## src/rtl/dbg_uart_pkg.sv

```systemverilog
// Shared types and defaults for the debug UART transceiver.
package dbg_uart_pkg;

  typedef enum logic [2:0] {
    IDLE    = 3'd0,
    START   = 3'd1,
    DATA    = 3'd2,
    STOP    = 3'd3,
    CLEANUP = 3'd4
  } uart_state_t;

  localparam int DBG_UART_CLKS_PER_BIT_DEF = 87;
  localparam int DBG_UART_DATA_W           = 8;

endpackage

```

## src/rtl/dbg_uart_sync2.sv

```systemverilog
// Two-flop synchroniser for an asynchronous single-bit input.
module dbg_uart_sync2 #(
  parameter logic RST_VAL = 1'b1
) (
  input  logic clk,
  input  logic rst,
  input  logic d,
  output logic q
);

  logic meta;

  always_ff @(posedge clk) begin
    if (!rst) begin
      meta <= RST_VAL;
      q    <= RST_VAL;
    end else begin
      meta <= d;
      q    <= meta;
    end
  end

endmodule

```

## src/rtl/dbg_uart_core.sv

```systemverilog
// Debug UART core: independent 8N1 transmitter and receiver, LSB first,
// one bit every CLKS_PER_BIT clocks.
module dbg_uart_core
  import dbg_uart_pkg::*;
#(
  parameter int CLKS_PER_BIT = DBG_UART_CLKS_PER_BIT_DEF
) (
  input  logic                       clk,
  input  logic                       rst,
  input  logic                       in_tx_dv,
  input  logic [DBG_UART_DATA_W-1:0] in_tx_byte,
  output logic                       w_tx_active,
  output logic                       out_tx_serial,
  output logic                       w_tx_done,
  input  logic                       in_rx_serial,
  output logic                       out_rx_dv,
  output logic [DBG_UART_DATA_W-1:0] out_rx_byte
);

  localparam int CNT_W = $clog2(CLKS_PER_BIT) + 1;
  localparam logic [CNT_W-1:0] CNT_LAST = CNT_W'(CLKS_PER_BIT - 1);
  localparam logic [CNT_W-1:0] CNT_MID  = CNT_W'((CLKS_PER_BIT - 1) / 2);

  // ---------------- TX ----------------
  uart_state_t                tx_state, tx_state_n;
  logic [CNT_W-1:0]           tx_cnt, tx_cnt_n;
  logic [2:0]                 tx_bit, tx_bit_n;
  logic [DBG_UART_DATA_W-1:0] tx_data, tx_data_n;
  logic                       tx_serial_n, tx_active_n, tx_done_n;

  always_ff @(posedge clk) begin
    if (!rst) begin
      tx_state      <= IDLE;
      tx_cnt        <= '0;
      tx_bit        <= '0;
      tx_data       <= '0;
      out_tx_serial <= 1'b1;
      w_tx_active   <= 1'b0;
      w_tx_done     <= 1'b0;
    end else begin
      tx_state      <= tx_state_n;
      tx_cnt        <= tx_cnt_n;
      tx_bit        <= tx_bit_n;
      tx_data       <= tx_data_n;
      out_tx_serial <= tx_serial_n;
      w_tx_active   <= tx_active_n;
      w_tx_done     <= tx_done_n;
    end
  end

  // Line level is registered one state ahead so each bit starts on its state's first cycle.
  always_comb begin
    tx_state_n  = tx_state;
    tx_cnt_n    = tx_cnt;
    tx_bit_n    = tx_bit;
    tx_data_n   = tx_data;
    tx_serial_n = out_tx_serial;
    tx_active_n = w_tx_active;
    tx_done_n   = w_tx_done;
    case (tx_state)
      IDLE: begin
        tx_serial_n = 1'b1;
        tx_cnt_n    = '0;
        tx_bit_n    = '0;
        if (in_tx_dv) begin
          tx_data_n   = in_tx_byte;
          tx_active_n = 1'b1;
          tx_serial_n = 1'b0;
          tx_state_n  = START;
        end
      end
      START: begin
        if (tx_cnt == CNT_LAST) begin
          tx_cnt_n    = '0;
          tx_serial_n = tx_data[0];
          tx_state_n  = DATA;
        end else begin
          tx_cnt_n = tx_cnt + CNT_W'(1);
        end
      end
      DATA: begin
        if (tx_cnt == CNT_LAST) begin
          tx_cnt_n = '0;
          if (tx_bit == 3'd7) begin
            tx_serial_n = 1'b1;
            tx_state_n  = STOP;
          end else begin
            tx_bit_n    = tx_bit + 3'd1;
            tx_serial_n = tx_data[tx_bit + 3'd1];
          end
        end else begin
          tx_cnt_n = tx_cnt + CNT_W'(1);
        end
      end
      STOP: begin
        if (tx_cnt == CNT_LAST) begin
          tx_cnt_n    = '0;
          tx_done_n   = 1'b1;
          tx_active_n = 1'b0;
          tx_state_n  = CLEANUP;
        end else begin
          tx_cnt_n = tx_cnt + CNT_W'(1);
        end
      end
      CLEANUP: begin
        tx_done_n  = 1'b0;
        tx_state_n = IDLE;
      end
      default: tx_state_n = IDLE;
    endcase
  end

  // ---------------- RX ----------------
  logic rx_sync;

  dbg_uart_sync2 #(.RST_VAL(1'b1)) u_rx_sync (
    .clk (clk),
    .rst (rst),
    .d   (in_rx_serial),
    .q   (rx_sync)
  );

  uart_state_t                rx_state, rx_state_n;
  logic [CNT_W-1:0]           rx_cnt, rx_cnt_n;
  logic [2:0]                 rx_bit, rx_bit_n;
  logic [DBG_UART_DATA_W-1:0] rx_shift, rx_shift_n;
  logic [DBG_UART_DATA_W-1:0] rx_byte_n;
  logic                       rx_dv_n;

  always_ff @(posedge clk) begin
    if (!rst) begin
      rx_state    <= IDLE;
      rx_cnt      <= '0;
      rx_bit      <= '0;
      rx_shift    <= '0;
      out_rx_byte <= '0;
      out_rx_dv   <= 1'b0;
    end else begin
      rx_state    <= rx_state_n;
      rx_cnt      <= rx_cnt_n;
      rx_bit      <= rx_bit_n;
      rx_shift    <= rx_shift_n;
      out_rx_byte <= rx_byte_n;
      out_rx_dv   <= rx_dv_n;
    end
  end

  // After the half-bit wait in START, every later sample lands at a bit centre.
  always_comb begin
    rx_state_n = rx_state;
    rx_cnt_n   = rx_cnt;
    rx_bit_n   = rx_bit;
    rx_shift_n = rx_shift;
    rx_byte_n  = out_rx_byte;
    rx_dv_n    = 1'b0;
    case (rx_state)
      IDLE: begin
        rx_cnt_n = '0;
        rx_bit_n = '0;
        if (!rx_sync) rx_state_n = START;
      end
      START: begin
        if (rx_cnt == CNT_MID) begin
          rx_cnt_n   = '0;
          rx_state_n = rx_sync ? IDLE : DATA;
        end else begin
          rx_cnt_n = rx_cnt + CNT_W'(1);
        end
      end
      DATA: begin
        if (rx_cnt == CNT_LAST) begin
          rx_cnt_n           = '0;
          rx_shift_n[rx_bit] = rx_sync;
          if (rx_bit == 3'd7) rx_state_n = STOP;
          else                rx_bit_n   = rx_bit + 3'd1;
        end else begin
          rx_cnt_n = rx_cnt + CNT_W'(1);
        end
      end
      STOP: begin
        if (rx_cnt == CNT_LAST) begin
          rx_cnt_n   = '0;
          rx_state_n = CLEANUP;
          if (rx_sync) begin
            rx_byte_n = rx_shift;
            rx_dv_n   = 1'b1;
          end
        end else begin
          rx_cnt_n = rx_cnt + CNT_W'(1);
        end
      end
      CLEANUP: rx_state_n = IDLE;
      default: rx_state_n = IDLE;
    endcase
  end

endmodule

```

## config.mk

```make
export PLATFORM = sky130hd
export DESIGN_NAME = dbg_uart_core
export DESIGN_NICKNAME = d
export VERILOG_FILES = /design/src/rtl/dbg_uart_pkg.sv /design/src/rtl/dbg_uart_sync2.sv /design/src/rtl/dbg_uart_core.sv
export SDC_FILE = /design/constraint.sdc
export NUM_CORES = 1
export LEC_CHECK = 0
export CORE_ASPECT_RATIO = 0.6
export CORE_MARGIN = 8
export CORE_UTILIZATION = 35
export DETAILED_ROUTE_END_ITERATION = 12
export SYNTH_ARGS = -nofsm -noshare
export SYNTH_HDL_FRONTEND = slang
export SYNTH_SLANG_ARGS = --single-unit
```

## constraint.sdc

```tcl
create_clock -name clk -period 3.1 [get_ports clk]
set_input_delay 0.31 -clock clk [delete_from_list [all_inputs] [get_ports clk]]
set_output_delay 0.31 -clock clk [all_outputs]
set_load 0.05 [all_outputs]
```

# Word level (Yosys, flattened, before mapping)
# Cells that the tools add are included.
# word_totals
output_inout_bits,12
register_bits,58
inputBits,12
wordCells,109
# classes
n_mux,40
addsub,4
reduce_logical,23
order_cmp,3
eq_ne,24
# op_table
op,n
2-to-1 mux 3 bit,14
2-to-1 mux 8 bit,3
inequality test 2 bit (second input constant),12
case mux 3 bit (4 select lines),2
case mux 8 bit (3 select lines),1
AND reduction 3 bit,6
adder 8 x 1 -> 8 bit (second input constant),2
equality test 8 x 7 -> 1 bit (second input constant),2
case mux 8 bit (2 select lines),1
equality test 3 x 2 -> 1 bit (second input constant),4
case mux 3 bit (2 select lines),2
2-to-1 mux 1 bit,10
AND reduction 5 bit,2
nonzero test 2 bit,5
equality test 3 bit (second input constant),3
bitwise mux 8 bit,1
equality test 8 x 6 -> 1 bit (second input constant),1
< comparator 3 x 4 -> 1 bit (second input constant),2
adder 3 x 1 -> 3 bit (second input constant),2
equality test 3 x 1 -> 1 bit (second input constant),2
zero test 3 bit,2
AND reduction 2 bit,3
nonzero test 3 bit,2
case mux 1 bit (2 select lines),2
other kinds (8),8

# Depth between registers and ports, before layout
# logic_depth
ltp_word,6
mapped_depth,7
mapped_depth_nobuf,6

# By module
# From an unflattened synthesis, not the netlist that was laid out.
# unflattened
hier_cells,312
hier_area_um2,2803.9
# modules_own_cells
mod,n_inst,seq_area_each_um2,area_per_inst_um2,cells_per_inst
dbg_uart_core,1,1121.1,2751.4,308
dbg_uart_sync2,1,40.0,52.6,4

# Worst setup path before layout
# No wires, ideal clock.
# synth_timing
path_kind,reg-to-reg
from,reg tx_bit[0]
to,reg out_tx_serial
period_less_slack_ns,1.991
required_ns,2.984
path_stages_with_launch,8
t_arrival_ns,1.875
path_buffers,1
setup_ns,0.116
path_slack_ns,1.109
cell_sequence,dfxtp_1 -> ha_1 -> ha_1 -> clkbuf_1 -> mux2_2 -> a2bb2oi_1 -> a211o_1 -> and3_1
# synth_between
elab_chain_len,6
elab_cells_between_ends,7
classes_between,add/sub (1); eq/ne (1); mux (5)
# synth_lines
element,line_no,source
from (decl),dbg_uart_core.sv:27,"logic [2:0] tx_bit, tx_bit_n;"
from (signal assigned),dbg_uart_core.sv:43,tx_bit <= tx_bit_n;
adder 3 x 1 -> 3 bit,dbg_uart_core.sv:89,tx_serial_n = tx_data[tx_bit + 3'd1];
binary-select mux 1 bit (select 3 bit),dbg_uart_core.sv:89,
2-to-1 mux 1 bit (implied by the code),dbg_uart_core.sv:89,
2-to-1 mux 1 bit *,dbg_uart_core.sv:84,if (tx_bit == 3'd7) begin
2-to-1 mux 1 bit *,dbg_uart_core.sv:82,if (tx_cnt == CNT_LAST) begin
case mux 1 bit (3 select lines) *,dbg_uart_core.sv:60,case (tx_state)
to (signal assigned),dbg_uart_core.sv:45,out_tx_serial <= tx_serial_n;
to (decl),dbg_uart_core.sv:13,"output logic out_tx_serial,"
# Every way passes the cells marked *; elsewhere a longest branch is shown, timed or not. The select of a mux whose other input is x is not followed.
# A chain may end at the register's enable or synchronous reset.

# Final worst setup path
# Same ends and word-level chain as after synthesis.

==> results.json <==
{
  "cts_tree": "built",
  "cts_resized": 0,
  "gr-total-overflow": 0,
  "ys.flop_type": "dfxtp_1",
  "clk_latency_ns": 0.33,
  "drc": 0,
  "grt_setup_unrepaired": "no",
  "worst_setup_path_start_kind": "flip-flop",
  "hpwl_um": 4340,
  "fin_util_pct": 43.7,
  "synth_cell_types": 60,
  "fmax_mhz": 499,
  "netlist_instances": 325,
  "final_nets": 366,
  "drt-wirelength-per-cell_um": 13.4,
  "root_buffer": "clkbuf_16",
  "drive_gt1_share_pct": 7.41,
  "row_count": 25,
  "path_class": "reg2reg",
  "syn_area_um2": 2840,
  "die_h_um": 85.8,
  "antenna_found_initial": 0,
  "worstPathRequired_ns": 3.32,
  "ys_warn_count": 0,
  "worst_pin_slew_ns": 0.812,
  "syn_area_per_cell_um2": 8.75,
  "clock_skew_ns": 0.00499,
  "synth_fp_nets": 345,
  "die_w_um": 132,
  "drtIter0Drc": 161,
  "max-cap-violations": 0,
  "io_pins": 24,
  "drv_slew": 0,
  "gp_congestion": 0.766,
  "grt_pass1_wl_um": 10600,
  "period_share_pct": 64.6,
  "dieArea_um2": 11400,
  "post_cts_buffers": 0,
  "grtUsageTotal_pct": 11.4,
  "initial_core_util_pct": 36.1,
  "fin_tns_setup_ns": 0,
  "leakagePower_nw": 1.33,
  "ir_worst_vdd_uv": 231,
  "hold_buffers": 0,
  "n_antenna_cell": 0,
  "seq_area_frac_synth_pct": 40.8,
  "hold_viol_final": 0,
  "viasPerCell": 5.15,
  "hold_path_class": "reg2reg",
  "cts_buffers": 9,
  "powerDensity_nw_per_um2": 524,
  "port_buffers": 23,
  "cts.sinks": 58,
  "end_kind": "flip-flop",
  "total_power_mw": 1.80,
  "coreArea_um2": 7880,
  "worstPathMaxFanout": 6,
  "min_period_ns": 2.00,
  "first_pass_iters": 4,
  "cts_max_path_buffers": 2,
  "antenna_left": 0,
  "arrival_ns": 2.22,
  "area_delta_synth_final_pct": 21.1,
  "maxSlewHeadroom_pct": 45.3,
  "async_reset_ff_share_pct": 0,
  "synth_edf_count": 0,
  "grt_pass1_vias": 2191,
  "htreeDepth": 3,
  "ys_ff_latch": 58,
  "setup_violations": 0,
  "routed-via-count": 2363,
  "grt_max_degree": 18,
  "status": "finished clean",
  "routed_wirelength_um": 6160,
  "clkTransAtPathRegs_ns": 0.05
}
[cell families (layout without fill, tap and decap cells)]
kind of cell / after synthesis / in the layout / share of synthesized area, %
AND/OR/NAND/NOR: 135 / 135 / 24.3
AO/OA/AOI/OAI: 73 / 73 / 18.8
flip-flops: 58 / 58 / 40.8
buffers and inverters: 27 / 53 / 4.05
multiplexers: 22 / 22 / 7.83
adder cells (fa/ha/maj): 8 / 8 / 3.52
XOR/XNOR: 2 / 2 / 0.616
[metal layers]
metal | up-vias | share of wire (%) | track usage, %
met3 | 13 | 4.8 | 4.38
met1 | 1096 | 54 | 15.1
met5 | - | 0 | 0
met4 | 0 | 1.8 | 5.53
met2 | 40 | 39 | 15.8
li1 | 1214 | - | -
[cells in the final DEF, fill, tap and decap left out, types with 2 or more instances in the layout]
| master | count |
|---|---|
| and4b_1 | 2 |
| xnor2_1 | 2 |
| clkbuf_16 | 9 |
| clkdlybuf4s50_1 | 23 |
| dfxtp_1 | 58 |
| o21ai_0 | 7 |
| clkbuf_1 | 3 |
| or3_1 | 2 |
| nor3_1 | 5 |
| o31ai_1 | 3 |
| nand4_1 | 3 |
| nor3b_1 | 6 |
| a31oi_1 | 2 |
| nor2_1 | 26 |
| nand2_1 | 52 |
| or4_1 | 2 |
| mux2_2 | 2 |
| mux2i_1 | 20 |
| a21o_1 | 2 |
| ha_1 | 8 |
| and2_1 | 4 |
| a211o_1 | 3 |
| a32o_1 | 2 |
| nand2b_1 | 6 |
| o2bb2ai_1 | 2 |
| nor2b_1 | 8 |
| o21a_1 | 2 |
| nand3_1 | 7 |
| inv_1 | 11 |
| a22o_1 | 6 |
| nor4_1 | 3 |
| a41oi_1 | 4 |
| clkbuf_8 | 3 |
| a21oi_1 | 23 |
| a311oi_1 | 2 |
| buf_4 | 3 |
[Yosys cell counts (all sizes together), types with 5 or more instances]
cell,number,area [µm²]
buf,6,33.8
clkbuf,10,40.0
a22o,6,52.6
nand2,52,195
nor2b,8,50.1
nor2,26,97.6
nor3,5,25.0
dfxtp,58,1160
nand2b,6,37.5
nand3,7,35.0
o21ai,8,43.8
a21oi,23,115
ha,8,100
mux2i,20,200
inv,11,41.3
nor3b,7,63.8
[metrics by stage]
| stage | hold WS [ns] | cells | cell area (µm²) | worst slack, ns |
|---|---|---|---|---|
| after CTS | 0.412 | 459 | 3440 | 1.09 |
| after global routing | 0.448 | 459 | 3440 | 0.944 |
| after floorplan | 0.386 | 325 | 2840 | 1.11 |
| final | 0.415 | 459 | 3440 | 1.10 |
| after global placement | 0.403 | 443 | 3160 | 1.07 |
| after detailed placement | 0.403 | 443 | 3160 | 1.06 |
[state kept, by name (all words and copies together) (netlist names), 8 cells and up]
name / flops
tx_data: 8
rx_shift: 8
rx_cnt: 8
tx_cnt: 8
out_rx_byte: 8
[report_power, final]
group,internal [mW],switching (mW)
sequential,0.762,0.0146
combinational,0.0456,0.0613
clock,0.605,0.316
total,1.41,0.392
[worst paths after layout]
kind | slack, ns | start | depth (start not counted) | end
max | 1.10 | tx_bit[0] | 6 | out_tx_serial
min | 0.41 | u_rx_sync.meta | 1 | u_rx_sync.q
max reg2reg | 1.10 | tx_bit[0] | 6 | out_tx_serial
min reg2reg | 0.41 | u_rx_sync.meta | 1 | u_rx_sync.q
[cell type report]
| type | instances | area (µm²) |
|---|---|---|
| fill | 793 | 4440 |
| multi-input combinational | 240 | 1570 |
| sequential | 58 | 1160 |
| clock buffer | 15 | 278 |
| timing repair buffer | 26 | 253 |
| tap | 108 | 135 |
| inverter | 11 | 41.3 |
| clock inverter | 1 | 7.51 |
[worst max-delay path: stages (launching register included)]
cell	delay [ns]
dfxtp_1	0.35
ha_1	0.22
ha_1	0.41
mux2_2	0.36
a2bb2oi_1	0.14
a211o_1	0.25
and3_1	0.16
No activity file was read; power rests on OpenSTA's default activity.
